--- src/rtl/mc_pkg.sv ---
// Shared types and constants for the channel selector: FSM states,
// register map, CTRL/STATUS field positions and reset defaults.
package mc_pkg;

  typedef enum logic [1:0] {
    ST_NO_SIG = 2'd0,
    ST_LOCKED = 2'd1,
    ST_MANUAL = 2'd2
  } mc_state_e;

  localparam logic [7:0] ADDR_CTRL     = 8'h00;
  localparam logic [7:0] ADDR_PRIO     = 8'h01;
  localparam logic [7:0] ADDR_HOLD     = 8'h02;
  localparam logic [7:0] ADDR_THRESH   = 8'h03;
  localparam logic [7:0] ADDR_STATUS   = 8'h04;
  localparam logic [7:0] ADDR_ERR_BASE = 8'h10;

  localparam int unsigned CTRL_FALLBACK_BIT = 0;
  localparam int unsigned CTRL_MANUAL_BIT   = 1;
  localparam int unsigned CTRL_MANCH_LSB    = 2;

  localparam int unsigned STAT_VALID_LSB = 8;
  localparam int unsigned STAT_EN_BIT    = 16;
  localparam int unsigned STAT_STATE_LSB = 17;

  localparam logic FALLBACK_RST = 1'b1;
  localparam logic MANUAL_RST   = 1'b0;

endpackage

--- src/rtl/mc_prio_pick.sv ---
// Priority-list scan: lowest-rank eligible channel, plus the best rank
// of a queried channel so callers can compare current against best.
module mc_prio_pick #(
  parameter int unsigned N_CH = 4,
  parameter int unsigned CH_W = $clog2(N_CH)
) (
  input  logic [N_CH*CH_W-1:0] prio_i,
  input  logic [N_CH-1:0]      elig_i,
  input  logic [CH_W-1:0]      cur_i,
  output logic [CH_W-1:0]      best_o,
  output logic                 found_o,
  output logic [CH_W-1:0]      best_rank_o,
  output logic [CH_W-1:0]      cur_rank_o,
  output logic                 cur_ranked_o
);

  // Scan from the lowest priority upward so the highest-priority hit wins.
  always_comb begin
    best_o       = '0;
    found_o      = 1'b0;
    best_rank_o  = '0;
    cur_rank_o   = '0;
    cur_ranked_o = 1'b0;
    for (int r = N_CH - 1; r >= 0; r--) begin
      if (32'(prio_i[r*CH_W +: CH_W]) < N_CH && elig_i[prio_i[r*CH_W +: CH_W]]) begin
        best_o      = prio_i[r*CH_W +: CH_W];
        found_o     = 1'b1;
        best_rank_o = CH_W'(r);
      end
      if (prio_i[r*CH_W +: CH_W] == cur_i) begin
        cur_rank_o   = CH_W'(r);
        cur_ranked_o = 1'b1;
      end
    end
  end

endmodule

--- src/rtl/mc_channel_select.sv ---
// Transport-stream channel selector with register port, fault threshold,
// holdoff timer and manual override. Define MC_REVERT_EN for auto-revert.
module mc_channel_select
  import mc_pkg::*;
#(
  parameter int unsigned N_CH         = 4,
  parameter int unsigned CH_W         = $clog2(N_CH),
  parameter int unsigned ERR_W        = 8,
  parameter int unsigned TIMER_W      = 20,
  parameter int unsigned HOLD_DEFAULT = 30
) (
  input  logic                  clk,
  input  logic                  rst,
  input  logic [N_CH-1:0]       valid,
  input  logic [N_CH*ERR_W-1:0] err_count,
  input  logic                  mm_write_en,
  input  logic                  mm_read_en,
  input  logic [7:0]            mm_addr,
  input  logic [31:0]           mm_wdata,
  output logic [31:0]           mm_rdata,
  output logic [CH_W-1:0]       mux_control,
  output logic                  en_mux,
  output logic [TIMER_W-1:0]    timer
);

  function automatic logic [N_CH*CH_W-1:0] prio_init();
    logic [N_CH*CH_W-1:0] v;
    v = '0;
    for (int r = 0; r < N_CH; r++) v[r*CH_W +: CH_W] = CH_W'(r);
    return v;
  endfunction

  localparam logic [N_CH*CH_W-1:0] PRIO_RST = prio_init();

  logic                 fallback_q, manual_q;
  logic [CH_W-1:0]      manual_ch_q;
  logic [N_CH*CH_W-1:0] prio_q;
  logic [TIMER_W-1:0]   hold_q;
  logic [ERR_W-1:0]     thresh_q;
  logic [31:0]          rdata_q, rdata_c;
  mc_state_e            state_q, state_d;
  logic [CH_W-1:0]      mux_q, mux_d;
  logic                 en_q, en_d;
  logic [TIMER_W-1:0]   timer_q, timer_d, timer_dec_c;

  logic [ERR_W-1:0] err_arr_c [N_CH];
  logic [N_CH-1:0]  elig_c;
  logic             cur_valid_c, cur_fault_c, man_valid_c;
  logic [CH_W-1:0]  best_c, best_rank_c, cur_rank_c;
  logic             found_c, cur_ranked_c, best_differs_c, revert_c;
  logic             unused_ok_c;

  assign unused_ok_c = ^mm_wdata;

  // Per-channel eligibility and the status of the current/manual channels.
  always_comb begin
    cur_valid_c = 1'b0;
    cur_fault_c = 1'b0;
    man_valid_c = 1'b0;
    for (int ch = 0; ch < N_CH; ch++) begin
      err_arr_c[ch] = err_count[ch*ERR_W +: ERR_W];
      elig_c[ch]    = valid[ch] && (err_arr_c[ch] <= thresh_q);
      if (CH_W'(ch) == mux_q) begin
        cur_valid_c = valid[ch];
        cur_fault_c = err_arr_c[ch] > thresh_q;
      end
      if (CH_W'(ch) == manual_ch_q) man_valid_c = valid[ch];
    end
  end

  mc_prio_pick #(.N_CH(N_CH), .CH_W(CH_W)) u_pick (
    .prio_i      (prio_q),
    .elig_i      (elig_c),
    .cur_i       (mux_q),
    .best_o      (best_c),
    .found_o     (found_c),
    .best_rank_o (best_rank_c),
    .cur_rank_o  (cur_rank_c),
    .cur_ranked_o(cur_ranked_c)
  );

  // Same rank means same channel, so the rank compare doubles as best != current.
  assign best_differs_c = found_c && (!cur_ranked_c || best_rank_c != cur_rank_c);
`ifdef MC_REVERT_EN
  assign revert_c = found_c && (!cur_ranked_c || best_rank_c < cur_rank_c);
`else
  assign revert_c = 1'b0;
`endif
  assign timer_dec_c = (timer_q == '0) ? '0 : timer_q - TIMER_W'(1);

  always_comb begin
    state_d = state_q;
    mux_d   = mux_q;
    en_d    = en_q;
    timer_d = timer_q;
    case (state_q)
      ST_NO_SIG: begin
        en_d = 1'b0;
        if (manual_q) begin
          state_d = ST_MANUAL;
          mux_d   = manual_ch_q;
          en_d    = man_valid_c;
        end else if (found_c) begin
          state_d = ST_LOCKED;
          mux_d   = best_c;
          en_d    = 1'b1;
          timer_d = hold_q;
        end
      end
      ST_LOCKED: begin
        if (manual_q) begin
          state_d = ST_MANUAL;
          mux_d   = manual_ch_q;
          en_d    = man_valid_c;
        end else begin
          timer_d = timer_dec_c;
          en_d    = cur_valid_c;
          if (fallback_q) begin
            if (!cur_valid_c) begin
              if (found_c) begin
                mux_d   = best_c;
                en_d    = 1'b1;
                timer_d = hold_q;
              end else begin
                state_d = ST_NO_SIG;
                en_d    = 1'b0;
              end
            end else if (timer_q == '0 && best_differs_c && (cur_fault_c || revert_c)) begin
              mux_d   = best_c;
              en_d    = 1'b1;
              timer_d = hold_q;
            end
          end
        end
      end
      ST_MANUAL: begin
        mux_d = manual_ch_q;
        en_d  = man_valid_c;
        if (!manual_q) begin
          state_d = ST_LOCKED;
          mux_d   = mux_q;
          en_d    = cur_valid_c;
          timer_d = hold_q;
        end
      end
      default: state_d = ST_NO_SIG;
    endcase
  end

  always_ff @(posedge clk or negedge rst) begin
    if (!rst) begin
      state_q <= ST_NO_SIG;
      mux_q   <= '0;
      en_q    <= 1'b0;
      timer_q <= '0;
    end else begin
      state_q <= state_d;
      mux_q   <= mux_d;
      en_q    <= en_d;
      timer_q <= timer_d;
    end
  end

  // Configuration registers; read-only and unmapped addresses drop writes.
  always_ff @(posedge clk or negedge rst) begin
    if (!rst) begin
      fallback_q  <= FALLBACK_RST;
      manual_q    <= MANUAL_RST;
      manual_ch_q <= '0;
      prio_q      <= PRIO_RST;
      hold_q      <= TIMER_W'(HOLD_DEFAULT);
      thresh_q    <= '1;
    end else if (mm_write_en) begin
      case (mm_addr)
        ADDR_CTRL: begin
          fallback_q  <= mm_wdata[CTRL_FALLBACK_BIT];
          manual_q    <= mm_wdata[CTRL_MANUAL_BIT];
          manual_ch_q <= mm_wdata[CTRL_MANCH_LSB +: CH_W];
        end
        ADDR_PRIO:   prio_q   <= mm_wdata[N_CH*CH_W-1:0];
        ADDR_HOLD:   hold_q   <= mm_wdata[TIMER_W-1:0];
        ADDR_THRESH: thresh_q <= mm_wdata[ERR_W-1:0];
        default: ;
      endcase
    end
  end

  always_comb begin
    rdata_c = '0;
    case (mm_addr)
      ADDR_CTRL: begin
        rdata_c[CTRL_FALLBACK_BIT]        = fallback_q;
        rdata_c[CTRL_MANUAL_BIT]          = manual_q;
        rdata_c[CTRL_MANCH_LSB +: CH_W]   = manual_ch_q;
      end
      ADDR_PRIO:   rdata_c[N_CH*CH_W-1:0] = prio_q;
      ADDR_HOLD:   rdata_c[TIMER_W-1:0]   = hold_q;
      ADDR_THRESH: rdata_c[ERR_W-1:0]     = thresh_q;
      ADDR_STATUS: begin
        rdata_c[CH_W-1:0]              = mux_q;
        rdata_c[STAT_VALID_LSB +: N_CH] = valid;
        rdata_c[STAT_EN_BIT]           = en_q;
        rdata_c[STAT_STATE_LSB +: 2]   = state_q;
      end
      default: begin
        for (int ch = 0; ch < N_CH; ch++)
          if (mm_addr == ADDR_ERR_BASE + 8'(ch)) rdata_c[ERR_W-1:0] = err_arr_c[ch];
      end
    endcase
  end

  always_ff @(posedge clk or negedge rst) begin
    if (!rst)            rdata_q <= '0;
    else if (mm_read_en) rdata_q <= rdata_c;
  end

  assign mm_rdata    = rdata_q;
  assign mux_control = mux_q;
  assign en_mux      = en_q;
  assign timer       = timer_q;

endmodule

--- config.mk ---
export PLATFORM = sky130hd
export DESIGN_NAME = mc_channel_select
export DESIGN_NICKNAME = d
export VERILOG_FILES = /design/src/rtl/mc_pkg.sv /design/src/rtl/mc_prio_pick.sv /design/src/rtl/mc_channel_select.sv
export SDC_FILE = /design/constraint.sdc
export NUM_CORES = 1
export LEC_CHECK = 0
export ABC_AREA = 1
export CAP_MARGIN = 20
export CORE_ASPECT_RATIO = 2
export CORE_UTILIZATION = 57
export DETAILED_ROUTE_END_ITERATION = 7
export PLACE_DENSITY = 0.93
export REMOVE_ABC_BUFFERS = 1
export SLEW_MARGIN = 20
export SYNTH_ARGS = -nofsm -noshare
export SYNTH_HDL_FRONTEND = slang
export SYNTH_SLANG_ARGS = --single-unit
--- constraint.sdc ---
create_clock -name clk -period 7.25 [get_ports clk]
set_clock_uncertainty 0.15 [all_clocks]
set_input_delay 1.0875 -clock clk [delete_from_list [all_inputs] [get_ports clk]]
set_output_delay 1.0875 -clock clk [all_outputs]
set_load 0.01 [all_outputs]
* Word level (Yosys, flattened, before mapping) *
Index checks and enable logic that the tools add are counted.
W data, S select, Z words.

storage, ports and cells
  bits of input ports = 80
  bits in registers = 85
  output and inout port bits = 55
  logic and storage cells = 162

operators by class
  reduce and logical (&&, ||, !) cells = 23
  add/sub/neg operators = 1
  magnitude comparators = 12
  muxes and demuxes = 84
  eq/ne operators = 31

operators with widths
  kind                     count
  $mux W20                 9
  $pmux W20 S3             1
  $mux W2                  26
  $eq A8 B5 Y1 const B     4
  $gt A8 B8 Y1             4
  $le A8 B8 Y1             4
  $mux W8                  4
  $mux W1                  31
  $logic_not A20 Y1        1
  $pmux W2 S5              2
  $sub A20 B1 Y20 const B  1
  $eq A8 B2 Y1 const B     2
  $pmux W4 S4              1
  $lt A2 B3 Y1 const B     4
  $ne A3 B3 Y1 const B     4
  $pmux W2 S3              2
  $ne A2 B2 Y1 const B     5
  $reduce_and A5 Y1        2
  $bmux W1 S2              4
  $eq A2 B2 Y1             4
  $eq A2 B2 Y1 const A     4
  $eq A8 B1 Y1 const B     1
  $eq A8 B3 Y1 const B     1
  $logic_not A8 Y1         1
  17 further kinds         29

* Logic depth before layout (Yosys ltp) *
Gate-level depths: netlist of run 1.

  word-level depth = 18
  gate-level depth with buffers = 24
  gate-level depth less buffers = 24

* Cells and area by module *
Synthesis of run 1 repeated with hierarchy kept, for this count alone.

second synthesis, totals
  cells, all modules = 1024
  area total of the unflattened synthesis = 7038.0 um^2

modules (own cells, without submodules)
  module             area each (um^2)  cells an instance  seq. area each (um^2)  instances
  mc_channel_select  6642.6            938                2148.3                 1
  mc_prio_pick       395.4             86                 0.0                    1

* Worst setup path before layout of run 1 *
No wires, ideal clock.

  kind = input to register
  start point = input port err_count[7]
  end point = register state_q[0]
  path slack = 4076 ps
  setup time = 124 ps
  stages = 18
  path buffers = 2
  data arrival time = 2900 ps
  data required time = 6976 ps
  path through = ha_1 -> nand2_1 -> nor2_1 -> nand2_1 -> nand2_1 -> nand2_1 -> nand2_1 -> nand2_1 -> nand3b_1 -> nand2_1 -> nor2_1 -> nand2_2 -> buf_2 -> buf_2 -> nand3_1 -> nand4_1 -> nor2_1 -> a21oi_1

between the ends
  word-level cells in the longest chain between the ends = 10
  elaborated cells between the ends (all ways) = 17
  classes of those cells = order compare: 1; eq/ne: 2; mux: 12; reduce/logical: 2

ends and longest elaborated chain
  what                                    line                      RTL
  from (decl)                             mc_channel_select.sv:15   input logic [N_CH*ERR_W-1:0] err_count,
  $le A8 B8 Y1 (*)                        mc_channel_select.sv:62   elig_c[ch] = valid[ch] && (err_arr_c[ch] <= thresh_q);
  $logic_and A1 B1 Y1 (*)                 mc_channel_select.sv:62
  $bmux W1 S2                             mc_prio_pick.sv:25        if (32'(prio_i[r*CH_W +: CH_W]) < N_CH && elig_i[prio_i[r*CH_W +: CH_W]]) begin
  $mux W1 (implied by the code)           mc_prio_pick.sv:25
  $mux W1 (3 in series)                   mc_prio_pick.sv:25
  $mux W1 (*)                             mc_prio_pick.sv:25
  $ne A3 B3 Y1 (no source line)           -
  $reduce_and A5 Y1 (no source line) (*)  -
  to (signal assigned)                    mc_channel_select.sv:157  state_q <= state_d;
  to (decl)                               mc_channel_select.sv:41   mc_state_e state_q, state_d;

Mark *: on every way between the ends. The rest lies on a longest branch, timed or not. The select of a mux whose other input is x is not followed.
A chain may end at the register's enable or synchronous reset.

* Worst setup path after layout of run 1 *
  start point = input port err_count[13]
  end point = register timer_q[1], in the netlist timer[1]

between the ends
  word-level cells in the longest chain between the ends = 18
  elaborated cells between the ends (all ways) = 35
  classes of those cells = order compare: 2; eq/ne: 2; mux: 25; reduce/logical: 6

ends and longest elaborated chain
  what                               line                      RTL
  $le A8 B8 Y1                       mc_channel_select.sv:62
  $logic_and A1 B1 Y1                mc_channel_select.sv:62
  $bmux W1 S2                        mc_prio_pick.sv:25
  $mux W1 (implied by the code)      mc_prio_pick.sv:25
  $mux W2 (4 in series)              mc_prio_pick.sv:25
  $ne A2 B2 Y1                       mc_channel_select.sv:83   assign best_differs_c = found_c && (!cur_ranked_c || best_rank_c != cur_rank_c);
  $logic_or A1 B1 Y1                 mc_channel_select.sv:83
  $logic_and A1 B1 Y1                mc_channel_select.sv:83
  $logic_and A1 B1 Y1 (2 in series)  mc_channel_select.sv:128  end else if (timer_q == '0 && best_differs_c && (cur_fault_c || revert_c)) begin
  $mux W20                           mc_channel_select.sv:128
  $mux W20                           mc_channel_select.sv:119  if (!cur_valid_c) begin
  $mux W20                           mc_channel_select.sv:118  if (fallback_q) begin
  $mux W20                           mc_channel_select.sv:111  if (manual_q) begin
  $pmux W20 S3                       mc_channel_select.sv:96   case (state_q)
  to (signal assigned)               mc_channel_select.sv:160  timer_q <= timer_d;
  to (decl)                          mc_channel_select.sv:44   logic [TIMER_W-1:0] timer_q, timer_d, timer_dec_c;

Several ways; a longest one is shown, not always the timed one. The select of a mux whose other input is x is not followed.

==> reports/metrics.cfg, run 1 <==
[setup_path]
cp.required_ns = 7.35
crit_arrival_ns = 5.00
cp_max_fo = 42
cp-end-kind = flip-flop
r2r_cells = 21
cp-start-kind = input pin
critPathKind = input pin to flip-flop
timing.rr.start = thresh_q[5]
ff2ff_setup_slack_ns = 2.90
r2r_end = timer[1]

[clocking]
clockRootBuffer = clkbuf_16
clk_latency_ns = 0.35
ctsHoldBuffers = 0
cts_setup_buffers = 0
cts_tree = done
postCtsResizedCells = 0
clock_path_buffers = 2
cts-buffers-inserted = 9
clock_sinks = 85
clk_pin_slew_worst_paths_ns = 0.06
cts_max_level = 3

[route]
drcViolationCount = 0
wl_um = 21500
ant_nets = 0
drtPass1Iterations = 7
via_per_inst = 5.99
drt_iter0_drc = 641
wire_per_inst_um = 17.3
via_count = 7426

[final_layout]
layout.nets = 1211
drive_above_1_share = 0.0583
layout_commonest_cell = nand2_1
antenna_cells = 0
final_cell_mix = nand2_1, inv_1, clkdlybuf4s50_1
final_core_util = 0.713
syn2layout_area_growth_pct = 21.2
final_cell_count_no_fill = 1240
final_area_sq_mm = 0.00810
fillers = 922

[sta]
fmax_mhz = 204
whs_ns = 0.336
hold_viol_final = 0
min_period_over_period = 0.676
drv_slew = 0
finalSetupTns_ns = 0
worstMarginPinSlew_ns = 1.09
setup_viol = 0
rsz0062_at_grt = false
slew_headroom = 0.272
fin_ws_ns = 2.35
period_minus_slack_ns = 4.90

[synth]
synthCells = 1004
synth_area_per_cell_sq_um = 6.65
synth_simple_gate_area_frac = 0.298
synth_compound_area_frac = 0.185
yosys.area_share.adder = 0.0712
yosysSeqAreaShare = 0.322
synth_xor_xnor_area_share = 0.0144
ys_warn_count = 0
syn_area_sq_mm = 0.00668
synth.distinct_cells = 44
synthMuxAreaShare = 0.00169
synth_top_family_by_area = simple AND/OR/NAND/NOR gates
synth-seq-cells = 85

[global_route]
antenna_found_initial = 0
grt_overflow = 0
grt_pass1_vias = 7358
grt_max_degree = 86
grt_pass1_wl_um = 34700
grt_usage = 0.372

[floorplan]
dieArea_sq_mm = 0.0122
initial_core_util = 0.588
row_count = 55
num_io_pins = 135
die_x_um = 78.5
die_h_um = 155
core_sq_mm = 0.0114

[worst_hold_path]
holdPathEnd = mm_rdata[19]
hold_start = mm_rdata[19]
min_path_type = flip-flop to flip-flop
min_delay_path_depth = 2

[placement]
place_area_sq_mm = 0.00779
dp_hpwl_um = 15500
gp_congestion = 1.01
portBuffers = 110
dp_cells = 1224
dpl_worst_slack_ns = 2.13

[power]
ir_worst_vdd_uv = 238
report.power.total_mw = 2.30
power_frac_clock = 0.207
p_int_mw = 1.27
power_density_mw_per_mm2 = 284
seqPwrFrac = 0.303
swShare = 0.447
netSwitchingPower_mw = 1.03
power.leakage_nw = 3.81
pwr-share-comb = 0.491

[job]
drv_cap = 0

[status]
status = finished, final reports clean

routing by layer:
metal	up-vias	GRT usage	part of all wire
li1	3448	-	-
met1	3378	0.377	0.33
met2	454	0.650	0.51
met3	146	0.0751	0.080
met4	0	0.294	0.080
met5	-	0	0
power by group through the flow:
| stage | sequential (mW) | combinational (mW) | clock, mW |
|---|---|---|---|
| finish | 0.696 | 1.13 | 0.475 |
| global route | 0.704 | 1.25 | 0.494 |
| CTS | 0.688 | 1.10 | 0.476 |
| detailed placement | 0.694 | 1.08 | 0 |
| global placement | 0.692 | 1.04 | 0 |
| floorplan | 0.686 | 0.691 | 0 |
worst max-delay path by stage:
stage                             start  endpoint  slack [ns]
after CTS                 err_count[13]  timer[1]        2.44
after floorplan            err_count[7]  timer[0]        2.82
final                     err_count[13]  timer[1]        2.35
after global placement    err_count[13]  timer[1]        2.32
after global routing      err_count[13]  timer[1]        2.12
after detailed placement  err_count[13]  timer[1]        2.13
sequential cells by signal (all words and copies together), names as in the netlist:
signal       flops
en_mux           1
fallback_q       1
hold_q          20
manual_ch_q      2
manual_q         1
mm_rdata        20
mux_control      2
prio_q           8
state_q          2
thresh_q         8
timer           20
synth_stat cells (all sizes together):
library cell | number | area (sq um)
o22ai | 14 | 87.6
ha | 38 | 475
nand3b | 1 | 7.51
o31ai | 5 | 37.5
a41oi | 2 | 17.5
or2 | 3 | 18.8
clkbuf | 24 | 90.1
dfstp | 17 | 447
a221oi | 5 | 43.8
dfrtp | 68 | 1700
a31oi | 6 | 37.5
o21ai | 85 | 448
a22o | 3 | 26.3
xor2 | 9 | 78.8
nand2 | 280 | 1060
inv | 127 | 477
buf | 22 | 141
conb | 1 | 3.75
clkinv | 2 | 7.51
nor3 | 15 | 91.3
a21o | 5 | 37.5
nand3 | 71 | 360
nand4 | 12 | 75.1
nor4 | 1 | 6.26
a2111oi | 2 | 17.5
nor2 | 95 | 364
a21oi | 79 | 395
nor3b | 1 | 7.51
o211ai | 7 | 82.6
xnor2 | 2 | 17.5
a211oi | 1 | 7.51
mux2 | 1 | 11.3
kinds of logic (layout without fill, tap and decap cells):
logic type | after synthesis | in the layout
and+or+nand+nor | 479 | 479
AOI/OAI and AO/OA | 214 | 214
buffers and inverters | 175 | 258
DFF | 85 | 85
adders and majority gates | 38 | 38
xor gates and xnor gates | 11 | 11
other | 1 | 12
muxes | 1 | 1
worst max-delay path, cell delays in order:
cell             delay, ns
clkdlybuf4s50_1       0.44
ha_1                  0.34
a21oi_1               0.16
nor2_1                0.05
nor2_1                0.18
nand2_1               0.08
nand2_1               0.13
nand2_1               0.14
a21oi_1               0.16
nand2_1               0.08
nand2_1               0.12
nor2_1                0.07
nand2_2               0.61
nand2_2               0.46
inv_2                 0.33
nand2_1               0.10
nand3_1               0.09
nand3_1               0.10
nand2_1               0.09
nand2_1               0.06
o21ai_0               0.10
cell type report:
type / instances / area [sq um] / share of cell area
clock inverters: 6 / 71.3 / 0.00881
multi-input cells: 755 / 3860 / 0.477
clock buffers: 10 / 229 / 0.0283
well taps: 142 / 178 / 0.0219
inverters: 129 / 484 / 0.0598
flip-flops and latches: 85 / 2150 / 0.265
repair buffers: 113 / 1120 / 0.139
Note: power is estimated with default switching activity, not from simulation.
==> inputs of run 2 (changes only) <==
CORE_UTILIZATION = 48   (was 57)
PLACE_DENSITY = 0.84   (was 0.93)
clock period = 4.5 ns   (was 7.25 ns; I/O delays follow)
==> reports/metrics.cfg, run 2 (synthesis results as in run 1) <==
[route]
via_count = 7250  ; -2.4%
drt_iter0_drc = 546  ; -15%
drtPass1Iterations = 5  ; -2
drcViolationCount = 0  ; unchanged
wire_per_inst_um = 17.0  ; -1.8%
ant_nets = 0  ; unchanged
wl_um = 21500  ; about the same
via_per_inst = 5.74  ; -4.1%

[floorplan]
die_h_um = 169  ; +8.9%
row_count = 60  ; +9.1%
die_x_um = 85.4  ; +8.7%
num_io_pins = 135  ; unchanged
core_sq_mm = 0.0135  ; +19%
dieArea_sq_mm = 0.0144  ; +18%
initial_core_util = 0.494  ; -0.0940

[power]
power.leakage_nw = 3.87  ; +1.5%
ir_worst_vdd_uv = 264  ; +11%
swShare = 0.433  ; -0.0147
seqPwrFrac = 0.299  ; -0.004
p_int_mw = 2.13  ; +67%
netSwitchingPower_mw = 1.62  ; +58%
power_frac_clock = 0.218  ; +0.011
power_density_mw_per_mm2 = 457  ; +61%
pwr-share-comb = 0.483  ; -0.008

[setup_path]
cp-end-kind = flip-flop
cp.required_ns = 4.56  ; -2.79 ns
path_buf_inv = 2  ; unchanged
cp_slowest_cell = clkdlybuf4s50_1
crit_family = simple AND/OR/NAND/NOR gates
cp_max_fo = 17  ; -60%
crit_path_frequent_cell = nand2_1
cpPeakStageDelay_ns = 0.44  ; -0.17 ns
critPathKind = input pin to flip-flop
crit_arrival_ns = 3.69  ; -1.31 ns
path_cells = clkdlybuf4s50_1 -> ha_1 -> nand2_1 -> nor2_1 -> nand2_1 -> nand2_1 -> nand2_1 -> nand3_1 -> nand2_1 -> nand2_1 -> nand2_1 -> nor2_1 -> nand2_2 -> o21ai_2 -> buf_4 -> nor2_1 -> nand2_1 -> o21ai_0
cp-start-kind = input pin

[sta]
rsz0062_at_grt = false
hold_viol_final = 0  ; unchanged
drv_slew = 0  ; unchanged
whs_ns = 0.221  ; -0.114 ns
setup_viol = 0  ; unchanged
worstMarginPinSlew_ns = 0.820  ; -0.271 ns
slew_headroom = 0.453  ; +0.181
fmax_mhz = 275
min_period_over_period = 0.807
period_minus_slack_ns = 3.63
finalSetupTns_ns = 0  ; unchanged

[placement]
place_area_sq_mm = 0.00788  ; +1.2%
portBuffers = 110  ; unchanged
gp_congestion = 0.995  ; -1.9%
dp_cells = 1247  ; +1.9%
dp_hpwl_um = 16400  ; +5.8%

[clocking]
clock_path_buffers = 2  ; unchanged
clk_latency_ns = 0.35  ; about the same
cts_max_level = 3  ; unchanged
postCtsResizedCells = 0  ; unchanged
clk_pin_slew_worst_paths_ns = 0.07  ; about the same
ctsHoldBuffers = 0  ; unchanged
clock_sinks = 85  ; unchanged
cts-buffers-inserted = 9  ; unchanged
clockRootBuffer = clkbuf_16
cts_tree = done
cts_setup_buffers = 0  ; unchanged

[final_layout]
final_area_sq_mm = 0.00820  ; +1.3%
drive_above_1_share = 0.0659  ; +0.00760
antenna_cells = 0  ; unchanged
final_cell_count_no_fill = 1263  ; +1.9%
syn2layout_area_growth_pct = 22.8
layout_commonest_cell = nand2_1
final_core_util = 0.607  ; -0.106
final_cell_mix = nand2_1, inv_1, clkdlybuf4s50_1
layout.nets = 1221  ; +0.83%
fillers = 1251  ; +36%

[global_route]
grt_usage = 0.307  ; -0.0657
antenna_found_initial = 0  ; unchanged
grt_overflow = 0  ; unchanged
grt_pass1_wl_um = 34300  ; -1.2%
grt_pass1_vias = 7127  ; -3.1%
grt_max_degree = 55  ; -36%

[worst_hold_path]
min_path_type = input pin to async pin

[status]
status = finished, final reports clean

[job]
drv_cap = 0  ; unchanged

-- run 2: cell types whose count changed in the layout (fill, tap and decap cells not counted), sizes merged --
cell    change
buf        +10
bufinv      +1
clkbuf      +1
clkinv      -3
inv         +1
-- run 2: cell type report --
| cell class | count | area, sq um | share of cell area |
|---|---|---|---|
| clock buffer | 11 | 233 | 0.0284 |
| clock inverter | 5 | 83.8 | 0.0102 |
| inverter | 129 | 484 | 0.0591 |
| multi-input combinational | 755 | 3860 | 0.471 |
| sequential | 85 | 2150 | 0.262 |
| tap | 155 | 194 | 0.0237 |
| timing repair buffer | 123 | 1200 | 0.146 |
-- run 2: stage by stage --
| step | setup slack (ns) | power (mW) |
|---|---|---|
| 5_1_grt | 0.593 | 4.01 |
| 2_1_floorplan | 0.479 | 2.22 |
| 4_1_cts | 0.878 | 3.72 |
| 6_report | 0.868 | 3.75 |
| 3_5_place_dp | 0.531 | 2.90 |
| 3_3_place_gp | 0.591 | 2.85 |
-- run 2: final timing paths --
path | cells past startpoint | endpoint | slack (ns) | from
worst min-delay path | 1 | mm_rdata[4] | 0.22 | rst
worst max register to register | 18 | timer[2] | 0.99 | thresh_q[7]
max in group asynchronous | 2 | thresh_q[0] | 3.04 | rst
worst max-delay path | 18 | timer[2] | 0.87 | err_count[15]
worst min register to register | 2 | mm_rdata[1] | 0.34 | mm_rdata[1]
min in group clk | 2 | mm_rdata[1] | 0.34 | mm_rdata[1]
-- run 2: power by group through the flow --
stage,Combinational (mW),Sequential [mW],Clock [mW]
global placement,1.73,1.12,0
detailed placement,1.78,1.12,0
global route,2.03,1.14,0.842
floorplan,1.11,1.11,0
finish,1.81,1.12,0.816
CTS,1.80,1.11,0.812
-- run 2: per-layer routing --
metal | wire (um) | part of all wire | global-route usage
met3 | 1140 | 0.053 | 0.0390
met2 | 11200 | 0.52 | 0.559
met1 | 7600 | 0.35 | 0.312
met4 | 1560 | 0.072 | 0.229
met5 | 0 | 0 | 0
-- run 2: worst register-to-register path, cell delays in order (launching register included) --
cell and delay (ns):
dfstp_2 0.53, inv_1 0.11, ha_1 0.32, nand2_1 0.06, nor2_1 0.27, nand2_1 0.09
nand2_1 0.06, nand2_1 0.10, nand3_1 0.11, nand2_1 0.06, nand2_1 0.11, nand2_1 0.09
nor2_1 0.17, nand2_2 0.16, o21ai_2 0.42, buf_4 0.33, nor2_1 0.07, nand2_1 0.09
o21ai_0 0.08
